==> config.mk <==
export PLATFORM = sky130hd
export DESIGN_NAME = io_bus_arbiter
export DESIGN_NICKNAME = d
export VERILOG_FILES = /design/src/rtl/io_bus_arbiter.sv
export SDC_FILE = /design/constraint.sdc
export NUM_CORES = 1
export LEC_CHECK = 0
export BUFFER_PORTS_ARGS = -buffer_cell sky130_fd_sc_hd__buf_2
export CORE_MARGIN = 5
export CORE_UTILIZATION = 51
export CTS_CLUSTER_DIAMETER = 40
export DETAILED_ROUTE_END_ITERATION = 16
export HOLD_SLACK_MARGIN = 0.02
export PLACE_DENSITY = 0.85
export REMOVE_ABC_BUFFERS = 1
export SYNTH_ARGS = -nofsm -noshare
export SYNTH_HDL_FRONTEND = slang
export SYNTH_SLANG_ARGS = --single-unit
==> constraint.sdc <==
create_clock -name clk -period 4.5 [get_ports clk]
set_clock_uncertainty 0.05 [all_clocks]
set_input_delay 0.225 -clock clk [delete_from_list [all_inputs] [get_ports clk]]
set_output_delay 0.225 -clock clk [all_outputs]
set_load 0.01 [all_outputs]
==> src/rtl/io_bus_arbiter.sv <==
// Round-robin arbiter sharing the basic I/O block's 8-bit local bus between CPU (port 0) and debug monitor (port 1).
// Latency: winner latched at the sampling edge, bus driven ACCESS_CYCLES cycles, then a one-cycle ack.
// Backpressure: each requester holds req until its ack; a losing requester waits in IDLE with req held.

module io_bus_arbiter #(
  parameter int ACCESS_CYCLES = 1
) (
  input  logic       clk,
  input  logic       reset,
  input  logic       req0,
  input  logic       rdwr0_,
  input  logic [7:0] addr0,
  input  logic [7:0] wdata0,
  output logic       ack0,
  output logic [7:0] rdata0,
  input  logic       req1,
  input  logic       rdwr1_,
  input  logic [7:0] addr1,
  input  logic [7:0] wdata1,
  output logic       ack1,
  output logic [7:0] rdata1,
  output logic [7:0] io_addr,
  output logic [7:0] io_data_in,
  output logic       io_rdwr_,
  input  logic [7:0] io_data_out,
  output logic       busy
);

  typedef enum logic [1:0] {
    IDLE   = 2'd0,
    ACCESS = 2'd1,
    DONE   = 2'd2
  } state_t;

  localparam logic [3:0] CNT_LOAD = 4'(ACCESS_CYCLES - 1);

  state_t     state, state_nxt;
  logic [3:0] cnt, cnt_nxt;
  logic       last_grant, last_grant_nxt;
  logic       gnt, gnt_nxt;          // port owning the current transaction
  logic       winner;
  logic [7:0] io_addr_nxt, io_data_in_nxt;
  logic       io_rdwr_nxt;
  logic       ack0_nxt, ack1_nxt;
  logic [7:0] rdata0_nxt, rdata1_nxt;
  logic       busy_nxt;

  // Next-state and next-output logic; every output is registered from these values.
  always_comb begin
    state_nxt      = state;
    cnt_nxt        = cnt;
    last_grant_nxt = last_grant;
    gnt_nxt        = gnt;
    winner         = 1'b0;
    io_addr_nxt    = io_addr;
    io_data_in_nxt = io_data_in;
    io_rdwr_nxt    = io_rdwr_;
    ack0_nxt       = 1'b0;
    ack1_nxt       = 1'b0;
    rdata0_nxt     = rdata0;
    rdata1_nxt     = rdata1;

    case (state)
      IDLE: begin
        if (req0 || req1) begin
          // On a tie the port that did not win last time goes next.
          winner         = (req0 && req1) ? ~last_grant : req1;
          gnt_nxt        = winner;
          last_grant_nxt = winner;
          io_addr_nxt    = winner ? addr1  : addr0;
          io_data_in_nxt = winner ? wdata1 : wdata0;
          io_rdwr_nxt    = winner ? rdwr1_ : rdwr0_;
          cnt_nxt        = CNT_LOAD;
          state_nxt      = ACCESS;
        end
      end
      ACCESS: begin
        if (cnt == 4'd0) begin
          // io_rdwr_ still holds the latched direction: high means this is a read.
          if (io_rdwr_) begin
            if (gnt) rdata1_nxt = io_data_out;
            else     rdata0_nxt = io_data_out;
          end
          io_rdwr_nxt = 1'b1;
          ack0_nxt    = ~gnt;
          ack1_nxt    = gnt;
          state_nxt   = DONE;
        end else begin
          cnt_nxt = cnt - 4'd1;
        end
      end
      DONE: begin
        state_nxt = IDLE;
      end
      default: begin
        state_nxt   = IDLE;
        io_rdwr_nxt = 1'b1;
      end
    endcase

    busy_nxt = (state_nxt != IDLE);
  end

  // State and output registers; reset aborts any transaction and releases the write strobe.
  always_ff @(posedge clk or posedge reset) begin
    if (reset) begin
      state      <= IDLE;
      cnt        <= 4'd0;
      last_grant <= 1'b1;
      gnt        <= 1'b0;
      io_addr    <= 8'h00;
      io_data_in <= 8'h00;
      io_rdwr_   <= 1'b1;
      ack0       <= 1'b0;
      ack1       <= 1'b0;
      rdata0     <= 8'h00;
      rdata1     <= 8'h00;
      busy       <= 1'b0;
    end else begin
      state      <= state_nxt;
      cnt        <= cnt_nxt;
      last_grant <= last_grant_nxt;
      gnt        <= gnt_nxt;
      io_addr    <= io_addr_nxt;
      io_data_in <= io_data_in_nxt;
      io_rdwr_   <= io_rdwr_nxt;
      ack0       <= ack0_nxt;
      ack1       <= ack1_nxt;
      rdata0     <= rdata0_nxt;
      rdata1     <= rdata1_nxt;
      busy       <= busy_nxt;
    end
  end

endmodule
==> results, run 1 <==
- The run finished with clean final reports.
- The share of cells above drive strength 1 is 0.455.
- TritonCTS built the clock tree.
- The number of clock sinks is 44.
- For the worst setup path, the data required time is 4.63 ns.
- Of the total synthesized cell area, the portion taken by full adders, half adders and majority gates is 0.00652.
- The number of buffers inserted to repair setup after CTS is 0.
- The share of total power dissipated in the clock network is 0.221.
- The number of detailed-routing iterations run before antenna repair is 4.
- The register share of total power is 0.385.
- The post-synth design cell area is between 1500 and 2000 um^2.
- The via count of the first global-routing pass is 1635.
- Dividing the detail-routed via count by the number of cells gives 5.35.
- Of the total synthesized cell area, the portion taken by XOR and XNOR cells is 0.
- The highest fanout seen on the critical path is 9.
- Power spread over the standard cell area amounts to 741 nW/um^2.
- The root buffer cell chosen for the clock tree is sky130_fd_sc_hd__clkbuf_8.
- The port buffer count is 81.
- The number of antenna violations at the first check in global routing is 0.
- The combinational family with the most area after synthesis is compound AO/OA/AOI/OAI gates.
- The worst-case clock buffer depth is 2.
- The count of synthesis-stage warnings from yosys is 0.
- The pin count of the biggest net entering global routing is 45.
- The switching power of the nets is 653 uW.
- Summed over all layers, the global routing overflow is 0.
- The area of the die is a little over 5000 um^2.
- The height of the chip is roughly 71 um.
- A synthesized cell averages 11.0 um^2.
- After synthesis, the share of cell area in mux cells is 0.106.
- 82 I/O pins were placed.
- At the pin with the least slew margin, the transition time is 0.800 ns.
- The critical path goes through inv_1 -> ha_1 -> nor3b_2 -> and4_1 -> mux2_2.
- In this design, the stage delay of the slowest critical-path cell is 0.49 ns.
- The number of nets in the final layout is 301.
- In this run the horizontal extent of the chip is roughly 71 um.
- Of the total power, the share spent switching nets is 0.351.
- The wire-length estimate of the detail-placed layout is 3290 um.
- The number of routed nets with antenna violations is 0.
- The clock-pin slew of the registers on the worst-case setup and hold paths is 0.09 ns.
- The cell with the largest stage delay on the worst path is sky130_fd_sc_hd__and4_1.
- The element type at the critical path end is a register.
- After synthesis, the cell types taking the most area are sky130_fd_sc_hd__dfrtp_1 (55%), sky130_fd_sc_hd__mux2_2 (11%), sky130_fd_sc_hd__nand2_1 (6.6%), sky130_fd_sc_hd__a31oi_1 (5.5%), sky130_fd_sc_hd__a21oi_1 (4.4%).
- The worst setup path is of the register to register kind.
- The worst path arrival time is around 2.4 ns.
- Setup repair after global routing left no endpoint under its margin.
- The worst setup path startpoint is cnt[0].
- The normalized max-slew margin is 0.463.
- In this run the critical register-to-register path is launched from cnt[0].
- The share of the Yosys chip area taken by registers is 0.575.
- The layout overhead on the synthesized area is 30.8%.
- The max-slew violation count is 0.
- Summed over all instances, the cell type with the most area after synthesis is sky130_fd_sc_hd__dfrtp_1.
- The smallest clock period supported by the final layout is computed as 2.24 ns.
- The number of cells produced by synthesis is 174.
- In this run the static leakage power is 1.22 nW.
- For this configuration, the core starts out at a cell density of 0.524.
- The internal power component is 1.21 mW.
- The total length of routed wires is ~4600 um.
- Grouping stages by cell kind, the critical path spends the most delay in simple AND/OR/NAND/NOR gates.
- The count of inserted antenna diode cells is 0.
- The netlist uses 34 different library cells.
- The compound-gate portion of the synthesized area was 0.140.
- The number of gates resized after cts is 0.
- The beginning of the worst hold path is rdwr0_.
- The violation count after the first detailed-routing iteration is 50.
- The path category of the worst min-delay check is input pin to register.
- The number of clock buffers added by TritonCTS is 5.
- The total via count in the routed design is approximately 1600.
- The peak supply drop is 424 uV.
- The region available for standard cell placement spans 3660 um^2.
- In this run, synthesis produced a sequential element count of 44.
- The post-route worst hold slack is 0.108 ns.
- After detailed routing, the number of remaining DRC violations is 0.
- The number of max-cap violations is 0.
- The achievable frequency is 0.447 GHz.
- The period utilization is 0.497.
- The total count of hold-check failures in the final report was 0.
- The routability congestion estimate is 0.815.
- For the final routed database, the setup TNS stands at 0 ns.
- The total setup violations reported at the end of the flow is 0.
- The global-route wire length before repair is 7590 um.
- The area share of the largest cell type after synthesis is 0.548.
- The simple-gate share of the synthesized area is 0.140.
- The CTS H-tree depth is 2.
- The count of buffer and inverter cells on the critical path is 1.
- STA classifies the critical path startpoint as a register.
- Of the total power, combinational logic draws 0.394.
- The average routed wire per standard cell is 15.2 um.
- The total routing usage reported by global routing is 0.192.
- After floorplanning, the core was divided into 22 placement rows.
- Buffers inserted to repair hold after CTS numbered 1.
- Clock latency on the worst-skew pair, taken at its later pin, is 0.29 ns.
==> cell usage after synthesis (all sizes together) <==
library cell  number
nand3b             1
nand3              2
ha                 1
or4b               1
nand2             34
a21oi             17
and2               2
nand4b             2
or4                1
dfrtp             42
inv                4
nor3b              1
o21ai              4
dfstp              2
a21bo              1
or2b               1
or3                1
a211oi             1
and3               1
and4               1
nor3               1
o21ba              1
nor2b              2
a21boi             1
or2                1
buf                6
o311ai             1
clkbuf             4
o32ai              1
a31oi             17
mux2              18
nor2               1
==> path summary, 6_finish.rpt <==
check / depth (start not counted) / to / slack [ns]
hold reg to reg: 1 / ack0 / 0.45
min in group asynchronous: 4 / cnt[1] / 0.55
hold / removal: 3 / io_rdwr_ / 0.11
setup reg to reg: 5 / rdata1[7] / 2.26
setup / recovery: 5 / rdata1[7] / 2.26
max in group asynchronous: 4 / last_grant / 3.48
==> per-layer routing <==
layer	global-route usage	wire (um)	share of wire
met4	0.0731	51	0.011
met3	0.0813	557	0.12
met1	0.244	1910	0.41
met2	0.291	2080	0.45
met5	0	0	0
==> final cells by class <==
type / instances / area, um^2
Fill cell: 266 / 1150
Sequential cell: 44 / 1100
Multi-Input combinational cell: 116 / 751
Timing Repair Buffer: 83 / 423
Clock inverter: 3 / 90.1
Clock buffer: 5 / 68.8
Tap cell: 48 / 60.1
Inverter: 4 / 15.0
==> per-stage QoR <==
stage	worst slack [ns]	std cells	cell area (um^2)	utilization	power [mW]
finish	2.26	303	2510	0.686	1.86
global route	2.18	303	2510	0.686	1.99
CTS	2.27	303	2510	0.686	1.88
detailed placement	2.33	294	2340	0.640	1.45
global placement	2.46	294	2340	0.640	1.42
floorplan	2.61	164	1870	-	1.16
==> sequential cells by signal (all words and copies together) (netlist names) <==
name,count
ack0,1
ack1,1
busy,1
cnt,4
gnt,1
io_addr,8
io_data_in,8
io_rdwr_,1
last_grant,1
rdata0,8
rdata1,8
state,2
==> kinds of logic after synthesis <==
group	after synthesis
mux	18
simple gates	53
buf+inv	14
fa+ha+maj	1
compound gates	44
flops	44
==> power groups by stage <==
stage | registers (mW) | logic, mW | clock network (mW)
final | 0.716 | 0.734 | 0.411
after global routing | 0.745 | 0.810 | 0.434
after CTS | 0.716 | 0.743 | 0.417
after detailed placement | 0.721 | 0.731 | 0
after global placement | 0.714 | 0.702 | 0
after floorplan | 0.783 | 0.372 | 0
==> cells in the final DEF, fill, tap and decap left out, types with 2 or more instances in the layout <==
cell type / count
sky130_fd_sc_hd__and2_1: 2
sky130_fd_sc_hd__clkbuf_8: 5
sky130_fd_sc_hd__inv_1: 3
sky130_fd_sc_hd__nand2_1: 34
sky130_fd_sc_hd__o21ai_0: 4
sky130_fd_sc_hd__buf_2: 81
sky130_fd_sc_hd__a31oi_1: 17
sky130_fd_sc_hd__a21oi_1: 17
sky130_fd_sc_hd__nand3_1: 2
sky130_fd_sc_hd__mux2_2: 18
sky130_fd_sc_hd__nor2b_1: 2
sky130_fd_sc_hd__dfstp_2: 2
sky130_fd_sc_hd__dfrtp_1: 42
sky130_fd_sc_hd__bufinv_16: 3
==> worst register-to-register path, cell delays in order (launching register included) <==
cell	delay, ns
sky130_fd_sc_hd__dfrtp_1	0.42
sky130_fd_sc_hd__inv_1	0.10
sky130_fd_sc_hd__ha_1	0.20
sky130_fd_sc_hd__nor3b_2	0.48
sky130_fd_sc_hd__and4_1	0.49
sky130_fd_sc_hd__mux2_2	0.39
Note: power is estimated with default switching activity, not from simulation.
==> run 2, diff against run 1 <==
- CORE_UTILIZATION: 51 -> 42
- PLACE_DENSITY: 0.85 -> 0.75
- clock period: 4.5 -> 1.8 ns (I/O delays scaled with it)
==> results, run 2 (synthesis results as in run 1) <==
- In this run the critical register-to-register path is launched from cnt[1].
- The via count of the first global-routing pass came to 1940 (+19%).
- The leftover overflow at the end of global routing is 0 (unchanged).
- The number of buffers created by CTS came to 5 (unchanged).
- The HPWL after detailed placement is 3450 um (+4.7%).
- The run finished with clean final reports.
- The area of the die is 6020 um^2 (+18%).
- The floorplan row count is 24 (+9.1%).
- The average routed wire per standard cell came to 16.4 um (+7.9%).
- The worst setup path startpoint is cnt[1].
- The most common cell after layout, fill and taps aside is sky130_fd_sc_hd__buf_2.
- The share of cells above drive strength 1 was 0.420 (-0.0347).
- The clock-pin slew of the registers on the worst-case setup and hold paths is 0.08 ns (about the same).
- The total I/O pin count was 82 (unchanged).
- The highest fanout seen on the critical path is 8 (-1).
- The normalized max-slew margin is 0.429 (-0.0348).
- The height of the chip came to 77.6 um (+8.8%).
- The final non-filler cell total is 359 (+18%).
- The beginning of the worst hold path is req1.
- The number of nets in the final layout is 353 (+17%).
- The number of routed nets with antenna violations is 0 (unchanged).
- The max-slew violation count is 0 (unchanged).
- The die boundary width was 77.6 um (+8.8%).
- The number of clock sinks came to 44 (unchanged).
- The element type at the critical path end is a register.
- The violation count after the first detailed-routing iteration was 157 (+210%).
- The layout overhead on the synthesized area is 56.8%.
- The sum of negative setup slack was 0 ns (unchanged).
- The worst path arrival time is 1.90 ns (-0.47 ns).
- The static leakage was 1.44 nW (+18%).
- The core utilization of the finished layout came to 0.686 (about the same).
- The final-layout fill cell count came to 296 (+11%).
- The slack of the worst reg-to-reg path is 0.03 ns (-2.23 ns).
- The total setup violations reported at the end of the flow is 0 (unchanged).
- The number of max-cap violations is 0 (unchanged).
- The post-route minimum period is 1.77 ns (-0.472 ns).
- The number of placed instances, taps included is 307 (+4.4%).
- The number of detailed-routing iterations run before antenna repair is 4 (unchanged).
- The path category of the worst min-delay check is input pin to register.
- The total power divided by cell area was 1580 nW/um^2 (+110%).
- The post-detailed-route via-to-cell ratio was 5.44 (+1.7%).
- The global-route wire length before repair is 9730 um (+28%).
- The total length of routed wires is 5890 um (+28%).
- The period utilization is 0.981 (+0.484).
- The number of remaining DRC errors is 0 (unchanged).
- The peak supply drop came to 740 uV (+74%).
- The type of origin of the critical path is a register.
- The port buffer count is 81 (unchanged).
- The setup path with the least slack is of type register to register.
- The sum of internal, switching and leakage power is 4.76 mW (+160%).
- The master cell of the clock root buffer is sky130_fd_sc_hd__clkbuf_8.
- The worst-case clock buffer depth is 2 (unchanged).
- The pin count of the biggest net entering global routing is 20 (-56%).
- The CTS H-tree depth was 2 (unchanged).
- The total routing usage reported by global routing is 0.197 (+0.00566).
- The clock network latency to the later pin of the worst-skew pair is 0.30 ns (about the same).
- The core area is 4380 um^2 (+20%).
- The number of antenna violations at the first check in global routing is 0 (unchanged).
- The library cells used most frequently in the layout, excluding fill and tap cells, are sky130_fd_sc_hd__buf_2 (81), sky130_fd_sc_hd__dlygate4sd3_1 (43), sky130_fd_sc_hd__dfrtp_1 (42).
- The achievable frequency is 0.566 GHz (+27%).
- The routability congestion estimate was 0.757 (-7.2%).
- The CTS tree is yes.
- The initial core utilization was 0.438 (-0.0865).
- The total via count in the routed design is 1954 (+21%).
- The count of inserted antenna diode cells was 0 (unchanged).
- The transition time at the pin with the least slew margin is 0.852 ns (+0.0518 ns).
- The total count of hold-check failures in the final report is 0 (unchanged).
- The required time at the worst-slack endpoint came to 1.94 ns (-2.69 ns).
run 2: stage by stage:
step                cell area, um^2  hold slack [ns]  worst slack, ns
floorplan                      1870            0.157          -0.0863
global placement               2410           0.0117           0.0209
detailed placement             2410           0.0216          -0.0458
CTS                            2970           0.0768           0.0231
global route                   3010            0.115          -0.0523
finish                         3010           0.0758           0.0346
run 2: final timing paths:
check,to,depth (start not counted)
setup / recovery,rdata1[2],6
hold / removal,busy,3
setup reg to reg,rdata1[2],6
hold reg to reg,rdata0[1],1
max in group asynchronous,last_grant,4
min in group asynchronous,io_addr[1],3
run 2: cell type report:
class / instances / area [um^2] / share of cell area
clock inverter: 3 / 46.3 / 0.0154
inverter: 4 / 15.0 / 0.00499
tap: 52 / 65.1 / 0.0216
timing repair buffer: 135 / 926 / 0.308
sequential: 44 / 1100 / 0.367
clock buffer: 5 / 68.8 / 0.0229
multi-input combinational: 116 / 785 / 0.261
run 2: per-layer routing:
metal  track usage  part of all wire  vias to the layer above
met5             0                 0                        -
met3        0.0810              0.14                       15
met1         0.271              0.41                      899
met4        0.0567             0.015                        0
li1              -                 -                      879
met2         0.286              0.43                      161
run 2: repair_timing:
action                     4_1_cts  5_1_grt
hold endpoints to repair        46        0
cloned                           0        0
gates resized for setup          1        7
setup endpoints to repair        8       16
pin swaps                        0        2
hold buffers                    43        0
setup buffers                    0        1
run 2: worst max-delay path: stages, from the launching register on:
cell and delay [ns]:
sky130_fd_sc_hd__dfrtp_1 0.42, sky130_fd_sc_hd__inv_1 0.11, sky130_fd_sc_hd__ha_4 0.15, sky130_fd_sc_hd__nor3b_4 0.23, sky130_fd_sc_hd__and4_1 0.23, sky130_fd_sc_hd__buf_6 0.14, sky130_fd_sc_hd__mux2_2 0.33
run 2: power by group:
group	leakage, nW	internal (mW)	total (mW)	switching (mW)
registers	0.516	1.49	1.79	0.301
logic	0.868	1.08	2.19	1.11
clock network	0.0548	0.418	0.774	0.356
total	1.44	2.99	4.76	1.76
==> run 3, diff against run 2 <==
- CORE_ASPECT_RATIO: unset -> 0.75
==> results, run 3 (synthesis results as in run 1) <==
- The period utilization is 0.952 (-0.0288).
- The number of clock sinks is 44 (unchanged).
- The share of cells above drive strength 1 is 0.425 (+0.00513).
- The static leakage is 1.44 nW (-0.11%).
- The CTS H-tree depth came to 2 (unchanged).
- The total length of routed wires was 5930 um (+0.70%).
- The worst stage delay on the critical path is 0.41 ns (about the same).
- The worst setup path startpoint is cnt[0].
- The required time at the worst-slack endpoint came to 1.93 ns (about the same).
- The count of buffer and inverter cells on the critical path is 2 (unchanged).
- The post-detailed-route via-to-cell ratio came to 5.16 (-5.1%).
- The startpoint identified for the worst register-to-register timing path is cnt[0].
- The total stage count of the critical path is 6 (unchanged).
- The clock group share of total power is 0.166 (+0.003).
- The total I/O pin count was 82 (unchanged).
- The worst path arrival time was 1.84 ns (-0.06 ns).
- The post-route minimum period is 1.71 ns (-0.0519 ns).
- The sum of negative setup slack came to 0 ns (unchanged).
- The core area was 4440 um^2 (+1.3%).
- The max-slew violation count was 0 (unchanged).
- The floorplan row count is 21 (-13%).
- The HPWL after detailed placement is 3440 um (-0.17%).
- The library cells used most frequently in the layout, excluding fill and tap cells, are sky130_fd_sc_hd__buf_2 (81), sky130_fd_sc_hd__dlygate4sd3_1 (43), sky130_fd_sc_hd__dfrtp_1 (41).
- The area growth from synthesis to layout is 57.4%.
- The combinational power share is 0.456 (-0.005).
- The endpoint identified for the worst register-to-register timing path is rdata1[7].
- Traced cell by cell, the critical path runs through inv_2 -> ha_4 -> nor3b_4 -> and4_1 -> buf_6 -> mux2_2.
- The worst setup path endpoint is rdata1[7].
- The master cell of the clock root buffer is sky130_fd_sc_hd__clkbuf_8.
- The highest fanout seen on the critical path is 8 (unchanged).
- The worst reg-to-reg path cell count is 6 (unchanged).
- The sum of internal, switching and leakage power is 4.77 mW (+0.24%).
- The core utilization of the finished layout is 0.680 (-0.00617).
- The achievable frequency is 0.584 GHz (+3.0%).
- STA classifies the critical path startpoint as a register.
- The worst-case clock buffer depth was 2 (unchanged).
- The initial core utilization came to 0.432 (-0.00555).
- The largest individual stage delay along the critical path comes from the cell sky130_fd_sc_hd__dfrtp_1.
- The switching part of the total power is 0.365 (-0.00548).
- The via count of the first global-routing pass is 1979 (+2.0%).
- The number of remaining DRC errors is 0 (unchanged).
- The violation count after the first detailed-routing iteration is 80 (-49%).
- The cell class contributing the biggest share of worst-path delay is simple AND/OR/NAND/NOR gates.
- The number of buffers created by CTS is 5 (unchanged).
- The count of inserted antenna diode cells is 0 (unchanged).
- The global-route wire length before repair is 9520 um (-2.1%).
- The port buffer count is 81 (unchanged).
- The total count of hold-check failures in the final report was 0 (unchanged).
- The height of the chip is 68.5 um (-12%).
- The number of nets in the final layout is 354 (+0.28%).
- The number of placed instances, taps included is 312 (+1.6%).
- The number of max-cap violations is 0 (unchanged).
- The slack of the worst reg-to-reg path is 0.09 ns (+0.05 ns).
- In this run the worst hold path is classified as input pin to register.
- The total routing usage reported by global routing is 0.208 (+0.0111).
- The pin count of the biggest net entering global routing is 22 (+10%).
- The peak supply drop is 751 uV (+1.5%).
- The CTS tree is yes.
- The total power divided by cell area is 1580 nW/um^2 (-0.13%).
- The run finished with clean final reports.
- The leftover overflow at the end of global routing is 0 (unchanged).
- The clock-pin slew of the registers on the worst-case setup and hold paths is 0.08 ns (about the same).
- The final non-filler cell total was 365 (+1.7%).
- The number of detailed-routing iterations run before antenna repair is 4 (unchanged).
- The total setup violations reported at the end of the flow came to 0 (unchanged).
- The area of the die is 6040 um^2 (+0.24%).
- The average routed wire per standard cell is 16.2 um (-0.96%).
- The startpoint-to-endpoint class of the critical path is register to register.
- The transition time at the pin with the least slew margin was 0.835 ns (-0.0171 ns).
- The number of antenna violations at the first check in global routing is 0 (unchanged).
- The internal power component is 3.02 mW (+1.1%).
- The die boundary width was 88.1 um (+13%).
- The total via count in the routed design is 1885 (-3.5%).
- The post-route worst hold slack is 0.0721 ns (-0.00367 ns).
- The clock network latency to the later pin of the worst-skew pair came to 0.30 ns (about the same).
- The number of routed nets with antenna violations is 0 (unchanged).
- The switching power of the nets is 1.74 mW (-1.2%).
- The most common cell after layout, fill and taps aside is sky130_fd_sc_hd__buf_2.
- STA classifies the critical path endpoint as a register.
- The normalized max-slew margin is 0.440 (+0.0115).
- The routability congestion estimate is 0.862 (+14%).
- The register share of total power was 0.378 (+0.002).
[run 3: cell type report]
| cell class | count | area, um^2 |
|---|---|---|
| Fill cell | 333 | 1420 |
| Sequential cell | 44 | 1100 |
| Clock buffer | 6 | 82.6 |
| Inverter | 4 | 15.0 |
| Timing Repair Buffer | 136 | 930 |
| Tap cell | 57 | 71.3 |
| Multi-Input combinational cell | 116 | 778 |
| Clock inverter | 2 | 38.8 |
[run 3: per-layer routing]
metal / up-vias / share of wire / track usage
met5: - / 0 / 0
met1: 903 / 0.39 / 0.241
met4: 0 / 0.040 / 0.0981
li1: 886 / - / -
met3: 24 / 0.051 / 0.0475
met2: 72 / 0.52 / 0.371
[run 3: worst min path at each step]
stage | start | to | depth (start not counted)
floorplan | rdwr0_ | io_rdwr_ | 2
global placement | reset | rdata0[0] | 2
detailed placement | reset | rdata0[0] | 2
CTS | req1 | busy | 3
global route | req1 | busy | 3
finish | req1 | busy | 3
[run 3: metrics by stage]
step                      setup WS [ns]  instance area [um^2]
after global routing           -0.00818                  3020
after detailed placement        -0.0377                  2420
after global placement           0.0272                  2420
final                            0.0865                  3020
after CTS                        0.0402                  2980
after floorplan                 -0.0863                  1870
[run 3: what timing repair did]
action | in CTS | in global routing
gates resized for setup | 1 | 7
setup buffers | 0 | 2
pin swaps | 0 | 3
hold endpoints to repair | 52 | 0
hold buffers | 43 | 0
setup endpoints to repair | 8 | 17
[run 3: worst reg2reg max path, delay by kind of cell (launching register included)]
kind,cells,cell delay [ns]
buffers and inverters,2,0.23
adder cells (fa/ha/maj),1,0.14
multiplexers,1,0.33
AND/OR/NAND/NOR,2,0.42
flip-flops,1,0.41
[run 3: power groups by stage]
stage / clock (mW) / sequential (mW) / combinational, mW
floorplan: 0 / 1.96 / 0.931
global placement: 0 / 1.78 / 1.91
detailed placement: 0 / 1.79 / 1.96
CTS: 0.806 / 1.79 / 2.05
global route: 0.844 / 1.86 / 2.39
finish: 0.789 / 1.80 / 2.18
